`src/rtl/ht_pkg.sv`:
```
// ht_pkg: shared definitions for the ht sorter front-end.
//   - ht_state_e : controller state encoding (FILL, RUN, DRAIN)
//   - HT_*       : default job geometry and watchdog limit
//   - elem_lsb() : bit offset of element idx inside an INDEX*WIDTH flattened
//                  vector; used both to pack (write) and unpack (read) elements.
package ht_pkg;

    typedef enum logic [1:0] {
        FILL  = 2'd0,
        RUN   = 2'd1,
        DRAIN = 2'd2
    } ht_state_e;

    localparam int HT_INDEX   = 8;
    localparam int HT_WIDTH   = 5;
    localparam int HT_TIMEOUT = 64;

    function automatic int unsigned elem_lsb(input int unsigned idx, input int unsigned width);
        return idx * width;
    endfunction

endpackage

```
`src/rtl/ht_wdog.sv`:
```
// ht_wdog: watchdog counter for the RUN phase.
// Ports:
//   clk, rst : clock, synchronous active-high reset
//   clr      : force count to 0 (higher priority than en)
//   en       : increment count; holds once expired so it never wraps
//   expired  : count has reached TIMEOUT-1
module ht_wdog #(
    parameter int TIMEOUT = 64
) (
    input  logic clk,
    input  logic rst,
    input  logic clr,
    input  logic en,
    output logic expired
);
    localparam int TW = $clog2(TIMEOUT);

    logic [TW-1:0] cnt;

    assign expired = (cnt == TW'(TIMEOUT - 1));

    always_ff @(posedge clk) begin
        if (rst || clr)
            cnt <= '0;
        else if (en && !expired)
            cnt <= cnt + 1'b1;
    end

endmodule

```
`src/rtl/ht_stream_ctrl.sv`:
```
// ht_stream_ctrl: stream front-end and sequencer for the ht parallel sorter.
// Collects INDEX elements into a load buffer, holds ht_start until ht_over,
// captures the sorted vector and replays it ascending on the output stream.
// Ports:
//   clk, rst                    : clock, synchronous active-high reset
//   in_valid/in_ready/in_data   : input element stream (accepted in FILL)
//   out_valid/out_ready/out_data/out_last : sorted output stream (DRAIN)
//   ht_start, ht_indata         : start level and load buffer to ht
//   ht_outdata, ht_over         : sorted vector and done level from ht
//   busy                        : RUN or DRAIN
//   err_timeout                 : one-cycle pulse when the watchdog aborts a job
module ht_stream_ctrl
    import ht_pkg::*;
#(
    parameter int INDEX   = HT_INDEX,
    parameter int WIDTH   = HT_WIDTH,
    parameter int TIMEOUT = HT_TIMEOUT
) (
    input  logic                   clk,
    input  logic                   rst,
    input  logic                   in_valid,
    output logic                   in_ready,
    input  logic [WIDTH-1:0]       in_data,
    output logic                   out_valid,
    input  logic                   out_ready,
    output logic [WIDTH-1:0]       out_data,
    output logic                   out_last,
    output logic                   ht_start,
    output logic [INDEX*WIDTH-1:0] ht_indata,
    input  logic [INDEX*WIDTH-1:0] ht_outdata,
    input  logic                   ht_over,
    output logic                   busy,
    output logic                   err_timeout
);
    localparam int         IW   = $clog2(INDEX);
    localparam logic [IW-1:0] LAST = IW'(INDEX - 1);

    ht_state_e state, state_nxt;

    logic [IW-1:0]          wr_idx, rd_idx;
    logic [INDEX*WIDTH-1:0] lbuf, obuf;
    logic                   expired;

    ht_wdog #(.TIMEOUT(TIMEOUT)) u_wdog (
        .clk     (clk),
        .rst     (rst),
        .clr     (state != RUN),
        .en      (state == RUN),
        .expired (expired)
    );

    // Every output is a decode of registered state/indices/buffers.
    assign in_ready  = (state == FILL) && !rst;
    assign ht_start  = (state == RUN);
    assign busy      = (state != FILL);
    assign out_valid = (state == DRAIN);
    assign out_last  = (state == DRAIN) && (rd_idx == LAST);
    assign out_data  = obuf[elem_lsb(32'(rd_idx), WIDTH) +: WIDTH];
    assign ht_indata = lbuf;

    always_ff @(posedge clk) begin
        if (rst)
            state <= FILL;
        else
            state <= state_nxt;
    end

    always_comb begin
        state_nxt = state;
        case (state)
            FILL:    if (in_valid && in_ready && wr_idx == LAST) state_nxt = RUN;
            RUN:     if (ht_over)                                state_nxt = DRAIN;
                     else if (expired)                           state_nxt = FILL;
            DRAIN:   if (out_ready && rd_idx == LAST)            state_nxt = FILL;
            default:                                             state_nxt = FILL;
        endcase
    end

    always_ff @(posedge clk) begin
        if (rst) begin
            wr_idx      <= '0;
            rd_idx      <= '0;
            lbuf        <= '0;
            obuf        <= '0;
            err_timeout <= 1'b0;
        end else begin
            err_timeout <= 1'b0;
            case (state)
                FILL: if (in_valid) begin
                    lbuf[elem_lsb(32'(wr_idx), WIDTH) +: WIDTH] <= in_data;
                    wr_idx <= (wr_idx == LAST) ? '0 : wr_idx + 1'b1;
                end
                RUN: begin
                    // ht_over takes priority over a same-cycle expiry.
                    if (ht_over) begin
                        obuf   <= ht_outdata;
                        rd_idx <= '0;
                    end else if (expired) begin
                        err_timeout <= 1'b1;
                        wr_idx      <= '0;
                    end
                end
                DRAIN: if (out_ready)
                    rd_idx <= (rd_idx == LAST) ? '0 : rd_idx + 1'b1;
                default: ;
            endcase
        end
    end

endmodule

```
`config.mk`:
```
export PLATFORM = sky130hd
export DESIGN_NAME = ht_stream_ctrl
export DESIGN_NICKNAME = d
export VERILOG_FILES = /design/src/rtl/ht_pkg.sv /design/src/rtl/ht_wdog.sv /design/src/rtl/ht_stream_ctrl.sv
export SDC_FILE = /design/constraint.sdc
export NUM_CORES = 1
export LEC_CHECK = 0
export CAP_MARGIN = 20
export CORE_AREA = 8 8 106 108
export CTS_CLUSTER_DIAMETER = 40
export DETAILED_ROUTE_END_ITERATION = 6
export DIE_AREA = 0 0 114 116
export HOLD_SLACK_MARGIN = 0.15
export PLACE_DENSITY = 0.75
export SYNTH_ARGS = -nofsm -noshare
export SYNTH_HDL_FRONTEND = slang
export SYNTH_HIERARCHICAL = 1
export SYNTH_SLANG_ARGS = --single-unit
```
`constraint.sdc`:
```
create_clock -name clk -period 2.4 [get_ports clk]
set_input_delay 0.48 -clock clk [delete_from_list [all_inputs] [get_ports clk]]
set_output_delay 0.48 -clock clk [all_outputs]
set_load 0.01 [all_outputs]
```
==> reports/summary.json <==
{
  "run_status": {
    "run_status": "finished clean"
  },
  "sta": {
    "worstMarginPinSlew_ps": 602,
    "timing.final.max_slew_violations": 0,
    "setup_total_negative_slack_ps": 0,
    "fin_crit_ps": 2280,
    "final_hold_viol_count": 0,
    "clock_skew_ps": 5.89,
    "fmax_mhz": 439,
    "report.final.setup_viol": 0,
    "max-slew-margin-rel_pct": 59.7,
    "rsz0062_at_grt": "false",
    "timing.final.crit_share_pct": 94.9
  },
  "final_layout": {
    "multiInputGateArea_mm2": 0.00212,
    "post_route_cells_drive_above_1_share_pct": 13.3,
    "finish.net_count": 621,
    "antennaDiodeCount": 0,
    "area_growth_syn_to_layout_pct": 33.1,
    "filler_cells_inserted": 866,
    "final_design_area_no_fill_mm2": 0.00554,
    "regArea_mm2": 0.00191
  },
  "worst_setup_path": {
    "timing.critical_path.slowest_stage_cell": "sky130_fd_sc_hd__clkdlybuf4s50_1",
    "timing.setup.critical_path_class": "flop to output pin",
    "crit_path_frequent_cell": "sky130_fd_sc_hd__inv_1",
    "required_ps": 1920,
    "crit_path_cell_trace": "inv_1 -> ha_4 -> inv_1 -> nor2_1 -> clkdlybuf4s50_1",
    "worstPathMaxFanout": 7,
    "critPathTopFamily": "buffers and inverters",
    "data_arrival_time_of_the_worst_path_ps": 1800,
    "cp_peak_stage_delay_ps": 540,
    "worstSetupEndpointType": "output pin",
    "critical_path.startpoint_type": "flop",
    "critical_path_buf_inv_count": 3
  },
  "clock_network": {
    "number_of_cts_inserted_buffers": 9,
    "cts_hold_repair.buffers": 0,
    "cts_tree": "done",
    "numClockSinks": 95,
    "cts-root-buf": "sky130_fd_sc_hd__clkbuf_8",
    "clkTransAtPathRegs_ps": 100,
    "cts_max_path_buffers": 2,
    "cts.htree.levels": 3,
    "clk-insertion-delay-late_ps": 370
  },
  "place": {
    "io_buffer_count": 100,
    "placement_cell_area_mm2": 0.00533,
    "place_hpwl_mm": 7.86,
    "globalplace.congestion": 0.808
  },
  "detailed_routing": {
    "first_iter_violations": 125,
    "drt-pass1-iter-count": 4,
    "ant_nets": 0,
    "drt-vias-per-instance": 5.03,
    "detail_route.wl_per_cell_um": 15.5,
    "detail_route.wirelength_mm": 10.8,
    "drc": 0,
    "route.vias.total": 3504
  },
  "global_route": {
    "global_route.usage.met3_pct": 5.94,
    "grtUsageMet2_pct": 29.1,
    "grt.met1_usage_pct": 17.8,
    "grt_antenna_before_repair": 0,
    "gr-max-usage-layer": "met2",
    "grt_first_pass_wirelength_mm": 17.3,
    "grt_use_total_pct": 16.4,
    "first_global_vias": 3546,
    "global_route.overflow_total": 0,
    "grt_max_degree": 51
  },
  "logic_synthesis": {
    "synth.lib_cells_used.distinct": 44,
    "async_reset_ff_share_pct": 0,
    "syn_area_mm2": 0.00416,
    "post_synth_most_frequent_cells": "sky130_fd_sc_hd__nand2_1, sky130_fd_sc_hd__dfxtp_1, sky130_fd_sc_hd__a21oi_1, sky130_fd_sc_hd__nor2_1, sky130_fd_sc_hd__mux2i_1",
    "postSynthAreaPerCell_um2": 9.09,
    "postSynthNetCount": 521,
    "synth_top_cell_by_area": "sky130_fd_sc_hd__dfxtp_1",
    "synth-edff-count": 0,
    "synth_most_common_cell": "sky130_fd_sc_hd__nand2_1",
    "synth_seq_area_share_pct": 45.7,
    "dominantRegCellSynth": "sky130_fd_sc_hd__dfxtp_1",
    "yosysWarnings": 6,
    "post_synth_inst_count": 458,
    "synth.top_cell.area_share_pct": 45.7,
    "synth.area.top_cells": "sky130_fd_sc_hd__dfxtp_1, sky130_fd_sc_hd__nand2_1, sky130_fd_sc_hd__mux2i_1",
    "synth_seq_cells": 95
  },
  "floorplanning": {
    "die_w_um": 114,
    "die_height_um": 116,
    "number_of_placement_rows": 36,
    "num_io_pins": 101,
    "floorplan.initialDensity_pct": 43.6,
    "coreArea_mm2": 0.00955,
    "die_area_mm2": 0.0132
  },
  "power": {
    "power.density_mw_per_mm2": 537,
    "p_leak_nw": 1.95,
    "maximum_ir_drop_on_the_vdd_rail_v": 0.000363
  },
  "run": {
    "max_cap_viol_count": 0
  },
  "hold_path": {
    "min-delay-path-class": "flop to flop"
  }
}
[state kept, by name, summed over array words and instances (netlist names)]
signal	flops
err_timeout	1
ht_indata	40
state	2
obuf	40
rd_idx	3
wr_idx	3
u_wdog/cnt	6
[final timing paths]
path / start / end / slack [ps] / depth (start not counted)
worst max register to register: wr_idx[1] / ht_indata[0] / 330 / 6
worst min-delay path: ht_indata[31] / ht_indata[31] / 460 / 2
worst max-delay path: state[0] / in_ready / 120 / 5
worst min register to register: ht_indata[31] / ht_indata[31] / 460 / 2
[tightest hold or removal path, stage by stage (launching register included)]
cell and delay (ps):
sky130_fd_sc_hd__dfxtp_1 320, sky130_fd_sc_hd__nand2_1 50, sky130_fd_sc_hd__a21oi_1 50
[cell families (layout without fill, tap and decap cells)]
kind of cell / after synthesis / in the layout / share of synthesized area [%]
AOI/OAI and AO/OA: 65 / 65 / 8.66
xor gates and xnor gates: 2 / 2 / 0.421
adders and majority gates: 13 / 13 / 3.91
buffers and inverters: 36 / 141 / 3.70
DFF: 95 / 95 / 45.7
muxes: 52 / 52 / 15.7
and+or+nand+nor: 195 / 195 / 21.9
[area by class of cell]
type | instances | share of cell area [%]
clock buffer | 9 | 2.24
timing repair buffer | 115 | 19.8
clock inverter | 7 | 1.63
sequential | 95 | 34.4
tap | 133 | 3.00
inverter | 10 | 0.678
multi-input combinational | 327 | 38.3
[report_power, final]
| part | switching (mW) | internal, mW | leakage, nW |
|---|---|---|---|
| Sequential | 0.00887 | 1.59 | 0.767 |
| Combinational | 0.117 | 0.139 | 1.08 |
| Clock | 0.616 | 0.509 | 0.109 |
| Total | 0.742 | 2.23 | 1.95 |
[repair_timing]
item,4_1_cts,5_1_grt
buffers inserted,1,0
resized for setup,15,6
setup endpoints to repair,7,6
[cell usage in the layout (no fill, tap or decap), drive strengths merged, types with 14 or more instances in the layout]
| cell | count |
|---|---|
| mux2i | 37 |
| nand3 | 14 |
| clkdlybuf4s50 | 93 |
| nand2 | 100 |
| buf | 16 |
| nor2 | 44 |
| a21oi | 56 |
| dfxtp | 95 |
| clkbuf | 14 |
[routing by layer]
layer / up-vias / share of wire, %
li1: 1755 / -
met1: 1649 / 43
met2: 90 / 49
met3: 10 / 6.6
met4: 0 / 0.98
met5: - / 0
[through the flow]
stage	utilization (%)	hold slack (ps)	total power [mW]	worst slack (ps)	std cells
2_1_floorplan	-	433	1.75	133	458
3_3_place_gp	55.8	442	1.89	108	679
3_5_place_dp	55.8	449	1.89	104	679
4_1_cts	58.1	464	3.00	17.9	696
5_1_grt	58.0	484	3.09	13.2	696
6_report	58.0	464	2.98	123	696
Note: power is estimated with default switching activity, not from simulation.
